==> src/rtl/blink_pkg.sv <==
// blink_pkg: default timing constants shared by the blinker and its dividers
package blink_pkg;
  localparam int unsigned CLK_FREQ_HZ = 100_000_000;
  localparam int unsigned DEF_HALF1   = 1_000_000;
  localparam int unsigned DEF_HALF2   = 2_500_000;
  localparam int unsigned DEF_HALF3   = 5_000_000;
  localparam int unsigned DEF_CNT_W   = 32;
endpackage

==> src/rtl/blink_divider.sv <==
// blink_divider: one square-wave channel, toggles led every HALF clk edges
//   clk   in  system clock, rising edge
//   reest in  async active-low reset
//   led   out registered square wave, period 2*HALF
module blink_divider
  import blink_pkg::*;
#(
  parameter int unsigned HALF  = DEF_HALF1,
  parameter int unsigned CNT_W = DEF_CNT_W
) (
  input  logic clk,
  input  logic reest,
  output logic led
);
  logic [CNT_W-1:0] cnt;
  // terminal count is HALF-1 so the counter never reaches HALF and never wraps
  always_ff @(posedge clk or negedge reest)
    if (!reest) begin
      cnt <= '0;
      led <= 1'b0;
    end else if (cnt == CNT_W'(HALF - 1)) begin
      cnt <= '0;
      led <= ~led;
    end else
      cnt <= cnt + 1'b1;
endmodule

==> src/rtl/blink.sv <==
// blink: three independent free-running LED blinkers for a board heartbeat
//   clk   in  system clock, rising edge
//   reest in  async active-low reset
//   led1  out fastest blink (half-period HALF1)
//   led2  out medium blink  (half-period HALF2)
//   led3  out slowest blink (half-period HALF3)
module blink
  import blink_pkg::*;
#(
  parameter int unsigned HALF1 = DEF_HALF1,
  parameter int unsigned HALF2 = DEF_HALF2,
  parameter int unsigned HALF3 = DEF_HALF3,
  parameter int unsigned CNT_W = DEF_CNT_W
) (
  input  logic clk,
  input  logic reest,
  output logic led1,
  output logic led2,
  output logic led3
);
  blink_divider #(.HALF(HALF1), .CNT_W(CNT_W)) u_d1 (.clk(clk), .reest(reest), .led(led1));
  blink_divider #(.HALF(HALF2), .CNT_W(CNT_W)) u_d2 (.clk(clk), .reest(reest), .led(led2));
  blink_divider #(.HALF(HALF3), .CNT_W(CNT_W)) u_d3 (.clk(clk), .reest(reest), .led(led3));
endmodule

==> config.mk <==
export PLATFORM = sky130hd
export DESIGN_NAME = blink
export DESIGN_NICKNAME = d
export VERILOG_FILES = /design/src/rtl/blink_pkg.sv /design/src/rtl/blink_divider.sv /design/src/rtl/blink.sv
export SDC_FILE = /design/constraint.sdc
export NUM_CORES = 1
export LEC_CHECK = 0
export CAP_MARGIN = 20
export CELL_PAD_IN_SITES_DETAIL_PLACEMENT = 1
export CELL_PAD_IN_SITES_GLOBAL_PLACEMENT = 1
export CORE_MARGIN = 1
export CORE_UTILIZATION = 50
export DETAILED_ROUTE_END_ITERATION = 10
export GPL_TIMING_DRIVEN = 0
export PLACE_DENSITY_LB_ADDON = 0.2
export SETUP_SLACK_MARGIN = 0.1
export SYNTH_ARGS = -nofsm -noshare
export SYNTH_HDL_FRONTEND = slang
export SYNTH_SLANG_ARGS = --single-unit
==> constraint.sdc <==
create_clock -name clk -period 2.3 [get_ports clk]
set_clock_uncertainty 0.05 [all_clocks]
set_input_delay 0.23 -clock clk [delete_from_list [all_inputs] [get_ports clk]]
set_output_delay 0.23 -clock clk [all_outputs]
set_load 0.05 [all_outputs]
==> metrics, run 1 <==
met2 WL 5.39 mm; CP Max Fanout 5; Slowest cell on crit path nor4_2; CTS sink cnt 99; Syn Area/Cell 10.5 sq um; Crit path buffers/inverters 1; number of remaining DRC errors 0; Diodes inserted 0; Pre-antenna DRT Iters 4; ys async rst share 100%; fin crit period 2.07 ns; CP endpoint kind register; unrepaired setup endpoints after global routing true; clock-pin slew on the worst setup and hold paths roughly 0.09 ns; Hold Path Class in -> async; share of the synthesized area in the top cell type 51.7%; Max-Cap Viols 0; Layout Nets 487; largest net degree at the start of global routing 67; clock power share 36.9%; Starting Density between 50% and 60%; TritonCTS clock tree built; commonest register cell after synthesis dfrtp_1; crit-path cells ha_1 -> nand4_1 -> buf_4 -> nor4_2 -> nand4_1 -> xnor2_1; clock insertion delay at the later pin of the skew report 0.37 ns; Crit path arrival time 2.28 ns; Inserted Clock Buffers 9; worst vdd ir 0.460 mV; Commonest cells post-synth dfrtp_1 (99), xnor2_1 (53), nand3_1 (41); Worst Tran Pin Value about 0.68 ns; FF-to-FF path depth 6; Vias/cell 6.00; core area ~0.0093 sq mm; YS warnings 0; storage element area 0.00248 sq mm; Final Cycle Share 90.2%; Die W 99.9 um; antenna-violating nets left 0; leakage around 2.2 nW; Iteration-0 DRC Markers about 150; Syn Nets approximately 460; most frequent cell on the critical path nand4_1; switching part of the total 21.9%; count leader, synth dfrtp_1; Netlist cell types 40; Power Total 2.82 mW; io pins 5; H-tree level count 3; I/O Buffers 4; Final Slew Violations 0; Logic pwr share about 1.5%; post-synth top area cell dfrtp_1; post-synthesis register bit count 99; # fillers about 1k; Top Metal Used met4; Metal-1 WL roughly 4.8 mm; Max stage delay on crit path 0.52 ns; Psw 0.618 mW; vias in the first global route 3895; Worst slew margin between 50% and 60%; die height 99.9 um; utilization after layout a little under three fifths; first-pass GRT wire length 18.7 mm; Final setup viols 0; area of the multi-input gates about 0.0023 sq mm; grt ovf 0; Final Hold Vio Count 0; clock tree buffer depth 2; post-DR wirelength/cell 17.3 um; status complete, no violations; Total Wirelength roughly 11 mm; Setup crit end u_d2.cnt[26]; Cell Pwr Density 530 mW/mm^2; Area growth syn-to-layout 11.0%; R2R Setup Slk 0.23 ns; Overall Global Routing Usage a little under a quarter; synthesized area 0.00479 sq mm; Worst setup SP type register; internal power 2.20 mW; top post-synthesis cells by area dfrtp_1 (52%), xnor2_1 (9.7%), nand4_1 (5.2%); register area share after synthesis 51.7%; total number of vias 3696; Reg-to-Reg End u_d2.cnt[26]; CTS Root Cell clkbuf_8; fmax 482 MHz; Setup CP Type reg -> reg; critical path depth in cells 6; Cells after Synth 458; num rows 35; post-detail-place hpwl 7.24 mm; Critical Path Start u_d2.cnt[0]; wire length on met3 271 um; Post-synth EDFFs 0; launching point of the worst reg2reg path u_d2.cnt[0]; share of layout cells above drive strength 1 a little under a tenth; Reg power frac 61.7%; Worst Path Required 2.51 ns; gpl congestion roughly 0.78; total die area 0.00999 sq mm; Worst path top cell family by delay simple AND/OR/NAND/NOR gates; initial antenna violation count 0
## power by group through the flow
stage	registers, mW	clock network [mW]	logic (mW)
finish	1.74	1.04	0.0412
detailed placement	1.77	0	0.0428
global route	1.74	1.14	0.0490
global placement	1.77	0	0.0365
floorplan	1.77	0	0.000000675
CTS	1.74	1.08	0.0441
## layout by cell type, fill, tap and decap left out, types with 7 or more instances in the layout
cell	Yosys	layout
nand2_1	29	29
nor4_1	17	14
clkbuf_8	0	11
inv_1	10	10
or3_1	7	7
a21oi_1	13	13
xnor2_1	53	53
nand4_1	40	40
xor2_1	22	22
nor2_1	28	28
dfrtp_1	99	99
nand3_1	41	41
and3_1	12	12
o21ai_0	9	9
and4_1	7	7
nor3_1	14	13
## cell families (layout without fill, tap and decap cells)
kind of cell | after synthesis | after routing | share of synthesized area [%]
AOI/OAI and AO/OA | 34 | 34 | 4.23
xor gates and xnor gates | 75 | 75 | 13.7
adders and majority gates | 3 | 3 | 0.783
buffers and inverters | 17 | 46 | 1.38
DFF | 99 | 99 | 51.7
muxes | 1 | 1 | 0.209
and+or+nand+nor | 229 | 229 | 28.0
## metrics by stage
stage | TNS, ns | area, sq um | setup WS (ns) | cells | hold WS (ns)
floorplan | 0 | 4790 | 0.335 | 458 | -0.116
global placement | -273.08 | 5000 | -2.76 | 591 | 0.405
detailed placement | -0.334 | 5040 | -0.105 | 594 | 0.165
CTS | 0 | 5270 | 0.105 | 613 | 0.311
global route | 0 | 5320 | 0.0782 | 616 | 0.342
finish | 0 | 5320 | 0.226 | 616 | 0.318
## metal layers
layer  vias to the layer above  GRT usage (%)
met5                         -              0
met4                         0           8.14
met2                        47           39.8
li1                       1734              -
met3                        14           5.01
met1                      1901           30.7
## how the worst min path moves through the flow
stage	from	endpoint	slack, ns
finish	reest	u_d3.cnt[8]	0.32
global route	reest	u_d2.cnt[25]	0.34
CTS	reest	u_d2.cnt[30]	0.31
detailed placement	reest	u_d3.cnt[8]	0.17
global placement	u_d3.led	u_d3.led	0.40
floorplan	reest	u_d1.cnt[0]	-0.12
## registers in the layout, summed over array words and instances (netlist names)
| name | cells |
|---|---|
| u_d3.led | 1 |
| u_d1.led | 1 |
| u_d3.cnt | 32 |
| u_d1.cnt | 32 |
| u_d2.led | 1 |
| u_d2.cnt | 32 |
## layout make-up
cell class,instances,area share (%)
tap,129,3.03
clock inverter,3,0.423
clock buffer,13,2.99
sequential,99,46.6
multi-input combinational,342,43.1
inverter,10,0.705
timing repair buffer,13,2.63
buffer,7,0.588
## repair_timing
action	4_1_cts	5_1_grt
pin swaps	1	3
setup buffers	2	3
gates cloned	0	0
hold endpoints to repair	33	0
endpoints found under the setup margin	28	36
hold buffers	1	0
gates resized for setup	5	4
(Power assumes the default switching activity.)
==> run 2: changes to the inputs <==
--- a/config.mk
+++ b/config.mk
@@ -5,6 +5,7 @@
 export SDC_FILE = /design/constraint.sdc
 export NUM_CORES = 1
 export LEC_CHECK = 0
+export ABC_AREA = 0
 export CAP_MARGIN = 20
 export CELL_PAD_IN_SITES_DETAIL_PLACEMENT = 1
 export CELL_PAD_IN_SITES_GLOBAL_PLACEMENT = 1
==> results of run 2 <==
Same layout as run 1: the final DEF is identical, and so are final timing and power.
==> run 3: changes to the inputs <==
--- a/config.mk
+++ b/config.mk
@@ -11,8 +11,10 @@
 export CELL_PAD_IN_SITES_GLOBAL_PLACEMENT = 1
 export CORE_MARGIN = 1
 export CORE_UTILIZATION = 50
+export CTS_CLUSTER_DIAMETER = 200
 export DETAILED_ROUTE_END_ITERATION = 10
 export GPL_TIMING_DRIVEN = 0
+export MAX_ROUTING_LAYER = met4
 export PLACE_DENSITY_LB_ADDON = 0.2
 export SETUP_SLACK_MARGIN = 0.1
 export SYNTH_ARGS = -nofsm -noshare
==> metrics, run 3 (synthesized netlist as in run 1, its figures left out) <==
Max-Cap Viols 0 (unchanged); fin area 0.00532 sq mm (unchanged); core area 0.00928 sq mm (unchanged); die height 99.9 um (unchanged); Starting Density 51.6% (unchanged); DP Area 0.00504 sq mm (unchanged); antenna-violating nets left 0 (unchanged); Slowest cell on crit path or4_1; clock-pin slew on the worst setup and hold paths 0.10 ns (about the same); largest net degree at the start of global routing 67 (unchanged); Final Slew Violations 0 (unchanged); vias in the first global route 3890 (-0.13%); share of layout cells above drive strength 1 9.24% (unchanged); num rows 35 (unchanged); clock insertion delay at the later pin of the skew report 0.37 ns (about the same); Final Hold Vio Count 0 (unchanged); I/O Buffers 4 (unchanged); CP Max Fanout 8 (+3); Overall Global Routing Usage 24.5% (+0.71 points); Crit path arrival time 2.29 ns (about the same); Worst path top cell family by delay simple AND/OR/NAND/NOR gates; fin crit period 2.05 ns (-0.0236 ns); Vias/cell 5.97 (-0.51%); fmax 488 MHz (+1.2%); Area growth syn-to-layout 11.0% (unchanged); leakage 2.20 nW (unchanged); most frequent cells in the layout dfrtp_1 (99), xnor2_1 (53), nand3_1 (41); internal power 2.20 mW (about the same); switching part of the total 22.0% (+0.079 points); Diodes inserted 0 (unchanged); Reg power frac 61.6% (about the same); worst vdd ir 0.457 mV (-0.47%); Cell Pwr Density 531 mW/mm^2 (+0.10%); Final setup viols 0 (unchanged); Iteration-0 DRC Markers 141 (-4.1%); final worst setup slack 0.249 ns (+0.0236 ns); Layout Nets 487 (unchanged); Die W 99.9 um (unchanged); commonest non-fill, non-tap cell in the layout dfrtp_1; most frequent cell on the critical path or4_1; Logic pwr share 1.5% (about the same); io pins 5 (unchanged); Min Hold Slack 0.316 ns (-0.00163 ns); top flop regs u_d1.cnt: 32 flops, u_d2.cnt: 32 flops, u_d3.cnt: 32 flops; utilization after layout 57.3% (unchanged); grt ovf 0 (unchanged); Worst Path Required 2.54 ns (+0.03 ns); clock tree buffer depth 2 (unchanged); total number of vias 3677 (-0.51%); clock power share 37.0% (about the same); post-DR wirelength/cell 17.3 um (-0.18%); Worst setup SP type register; Inserted Clock Buffers 9 (unchanged); number of remaining DRC errors 0 (unchanged); post-detail-place hpwl 7.24 mm (unchanged); Worst Tran Pin Value 0.677 ns (+0.000365 ns); Final Cycle Share 89.2% (-1.0 points); CTS Root Cell clkbuf_8; TritonCTS clock tree built; total die area 0.00999 sq mm (unchanged); H-tree level count 3 (unchanged); unrepaired setup endpoints after global routing true; initial antenna violation count 0 (unchanged); Total Wirelength 10.6 mm (-0.18%); status complete, no violations; Hold Path Class in -> async; Crit path buffers/inverters 1 (unchanged); Setup CP Type reg -> reg; Worst slew margin 54.5% (about the same); Psw 0.621 mW (+0.46%); first-pass GRT wire length 18.7 mm (about the same); CTS sink cnt 99 (unchanged); Max stage delay on crit path 0.53 ns (about the same); Pre-antenna DRT Iters 5 (+1); Setup WS pre-CTS -0.105 ns (unchanged); crit-path cells nand3_2 -> or4_1 -> buf_2 -> or4_1 -> a21oi_1; gpl congestion 0.789 (+1.4%); CP endpoint kind register
[run 3: final timing paths]
check	to	start	cells after the start	slack [ns]
max	u_d1.cnt[19]	u_d1.cnt[6]	5	0.25
min	u_d2.cnt[21]	reest	2	0.32
max reg2reg	u_d1.cnt[19]	u_d1.cnt[6]	5	0.25
min reg2reg	u_d3.led	u_d3.led	1	0.43
max in group asynchronous	u_d2.cnt[12]	reest	3	1.22
min in group clk	u_d3.led	u_d3.led	1	0.43
[run 3: power by group through the flow]
stage / registers (mW) / clock network (mW) / logic, mW
final: 1.74 / 1.04 / 0.0410
after global routing: 1.74 / 1.14 / 0.0490
after CTS: 1.74 / 1.08 / 0.0441
after detailed placement: 1.77 / 0 / 0.0428
after global placement: 1.77 / 0 / 0.0365
after floorplan: 1.77 / 0 / 0.000000675
[run 3: timing repair]
action	CTS	global route
hold endpoints to repair	33	0
gates resized for setup	5	4
hold buffers	1	0
buffers inserted	2	3
pin swaps	1	3
setup endpoints to repair	28	36
[run 3: metrics by stage]
stage,std cells,TNS (ns),power (mW)
2_1_floorplan,458,0,1.77
5_1_grt,616,0,2.93
6_report,616,0,2.82
4_1_cts,613,0,2.86
3_5_place_dp,594,-0.334,1.82
3_3_place_gp,591,-273.08,1.81
[run 3: area by class of cell]
cell class / count / area (sq um)
fill: 1016 / 3960
sequential: 99 / 2480
multi-input combinational: 342 / 2290
tap: 129 / 161
clock buffer: 13 / 159
timing repair buffer: 13 / 140
inverter: 10 / 37.5
buffer: 7 / 31.3
clock inverter: 3 / 22.5
[run 3: layer usage]
layer	vias up	GRT usage, %	share of wire [%]
met2	38	39.8	50
met4	0	8.14	1.4
met5	-	-	0
met3	16	4.94	2.3
li1	1733	-	-
met1	1890	30.7	46
==> RTL change (settings of run 2) <==
`DEF_CNT_W`: 32 -> 40.
--- a/src/rtl/blink_pkg.sv
+++ b/src/rtl/blink_pkg.sv
@@ -4,6 +4,6 @@
   localparam int unsigned DEF_HALF1   = 1_000_000;
   localparam int unsigned DEF_HALF2   = 2_500_000;
   localparam int unsigned DEF_HALF3   = 5_000_000;
-  localparam int unsigned DEF_CNT_W   = 32;
+  localparam int unsigned DEF_CNT_W   = 40;
 endpackage
 
Formal check against the unedited RTL: no difference found for any inputs over 10 cycles, from zero or initial values; that may be too few to reach the edited logic, so the function may still have changed.
==> RTL change against run 2 <==
- die area is 20% higher
- global-route usage rose by 1.6 points
- routed wire length up 27%
- sequential cell count rose by 24
- worst setup slack lost 0.049 ns
- power is 79% higher
- count of clock-buffer cells in the layout is 13 higher
- critical path type unchanged
- design area up 29%
- via count rose by 13%
- first-iteration DRC count increased by 44%
- area after synthesis rose by 21%
- largest cell class unchanged
- utilization up 4.6 points
==> RTL change: results <==
export IMPL_status="finished, final reports clean"
export IMPL_relSlewSlack=0.648
export IMPL_drt_total_wl_um=13600
export IMPL_synth_seq_cells=123
export IMPL_ys_types=30
export IMPL_syn2layout_area_growth_pct=18.4
export IMPL_grt_pass1_vias=4563
export IMPL_seqAreaFraction=0.449
export IMPL_r2r_start="u_d2.cnt[15]$_DFF_PN0_"
export IMPL_place_congestion=0.761
export IMPL_ir_worst_vdd_v=0.000628
export IMPL_p_switching_uw=983
export IMPL_dpl_hpwl_um=8360
export IMPL_nMultiInputCombCells=393
export IMPL_grt_max_degree=77
export IMPL_clkLatencyLatePin_ns=0.42
export IMPL_grtUsageMet1=0.322
export IMPL_r2r_slack_ns=0.18
export IMPL_dpl_cell_area_sq_um=6040
export IMPL_place_inst=677
export IMPL_nClkBuffers=26
export IMPL_drive_above_1_share=0.143
export IMPL_stdcell_count=720
export IMPL_synthCells=532
export IMPL_slowest_stage="dfrtp_1"
export IMPL_global_route_usage_met2=0.422
export IMPL_ys_seq_area_frac=0.531
export IMPL_synthTopCellsByArea="dfrtp_1 53%, xnor2_1 11%, xor2_1 7.0%"
export IMPL_syn_nets=537
export IMPL_top_regs="u_d1.cnt (40), u_d2.cnt (40), u_d3.cnt (40)"
export IMPL_cp_max_fo=6
export IMPL_cts_inserted_buffers=17
export IMPL_nWellTaps=140
export IMPL_r2r_end="u_d2.cnt[38]$_DFF_PN0_"
export IMPL_use_met3=0.0670
export IMPL_vias=4186
export IMPL_drt_iter0_markers=211
export IMPL_buffer_area_frac=0.0288
export IMPL_clk_pin_slew_ns=0.06
export IMPL_leakagePower_nw=3.07
export IMPL_clk_share=0.0925
export IMPL_yosys_top_cells_count="123 x dfrtp_1, 70 x xnor2_1, 50 x nor2_1, 46 x xor2_1"
export IMPL_htree_levels=4
==> RTL change: changes by cell type after synthesis, moves of 5 or more <==
| cell | before | now |
|---|---|---|
| xor2_1 | 22 | 46 |
| nor2_1 | 28 | 50 |
| o21ai_0 | 9 | 0 |
| nand2_1 | 29 | 41 |
| and4_1 | 7 | 15 |
| xnor2_1 | 53 | 70 |
| or3_1 | 7 | 2 |
| nor4_1 | 17 | 22 |
| a21oi_1 | 13 | 0 |
| dfrtp_1 | 99 | 123 |
==> RTL change: stage by stage <==
stage / setup WS (ns) / hold WS [ns] / TNS [ns]
detailed placement: -0.0295 / 0.144 / -0.176
global route: 0.0832 / 0.329 / 0
global placement: -3.80 / 0.404 / -466.68
finish: 0.177 / 0.272 / 0
CTS: 0.0825 / 0.277 / 0
floorplan: 0.333 / -0.116 / 0
==> RTL change: kinds of logic (layout without fill, tap and decap cells) <==
kind of cell               after synthesis  in the layout  share of synthesized area
AOI/OAI and AO/OA                        1              1                    0.00151
xor gates and xnor gates               116            116                      0.175
adders and majority gates                3              3                    0.00648
buffers and inverters                   16             64                     0.0130
DFF                                    123            123                      0.531
and+or+nand+nor                        273            273                      0.272
==> RTL change: power groups by stage <==
| stage | clock, mW | combinational [mW] | sequential [mW] |
|---|---|---|---|
| global route | 2.98 | 0.0596 | 2.16 |
| detailed placement | 0 | 0.0512 | 2.20 |
| global placement | 0 | 0.0445 | 2.20 |
| CTS | 2.89 | 0.0530 | 2.17 |
| finish | 2.84 | 0.0497 | 2.17 |
| floorplan | 0 | 0.000000991 | 2.20 |
==> RTL change: worst max-delay path by stage <==
stage	slack (ns)	end	depth (start not counted)	start
after floorplan	0.33	u_d3.cnt[11]$_DFF_PN0_	5	u_d3.cnt[24]$_DFF_PN0_
after global placement	-3.80	u_d3.cnt[31]$_DFF_PN0_	1	reest
after detailed placement	-0.03	u_d1.cnt[5]$_DFF_PN0_	5	u_d1.cnt[27]$_DFF_PN0_
after CTS	0.08	u_d2.cnt[38]$_DFF_PN0_	6	u_d2.cnt[14]$_DFF_PN0_
after global routing	0.08	u_d2.cnt[17]$_DFF_PN0_	5	u_d2.cnt[19]$_DFF_PN0_
final	0.18	u_d2.cnt[38]$_DFF_PN0_	7	u_d2.cnt[15]$_DFF_PN0_
==> RTL change: layer usage <==
layer  up-vias  wire, um
li1       1967         -
met1      2151      6180
met2        44      6820
met3        24       338
met4         0       242
met5         -         0
==> RTL change: repair_timing <==
action,CTS,global route
resized for setup,4,22
setup endpoints to repair,35,56
setup buffers,4,6
hold buffers,1,0
pin swaps,2,4
endpoints found under the hold margin,47,0
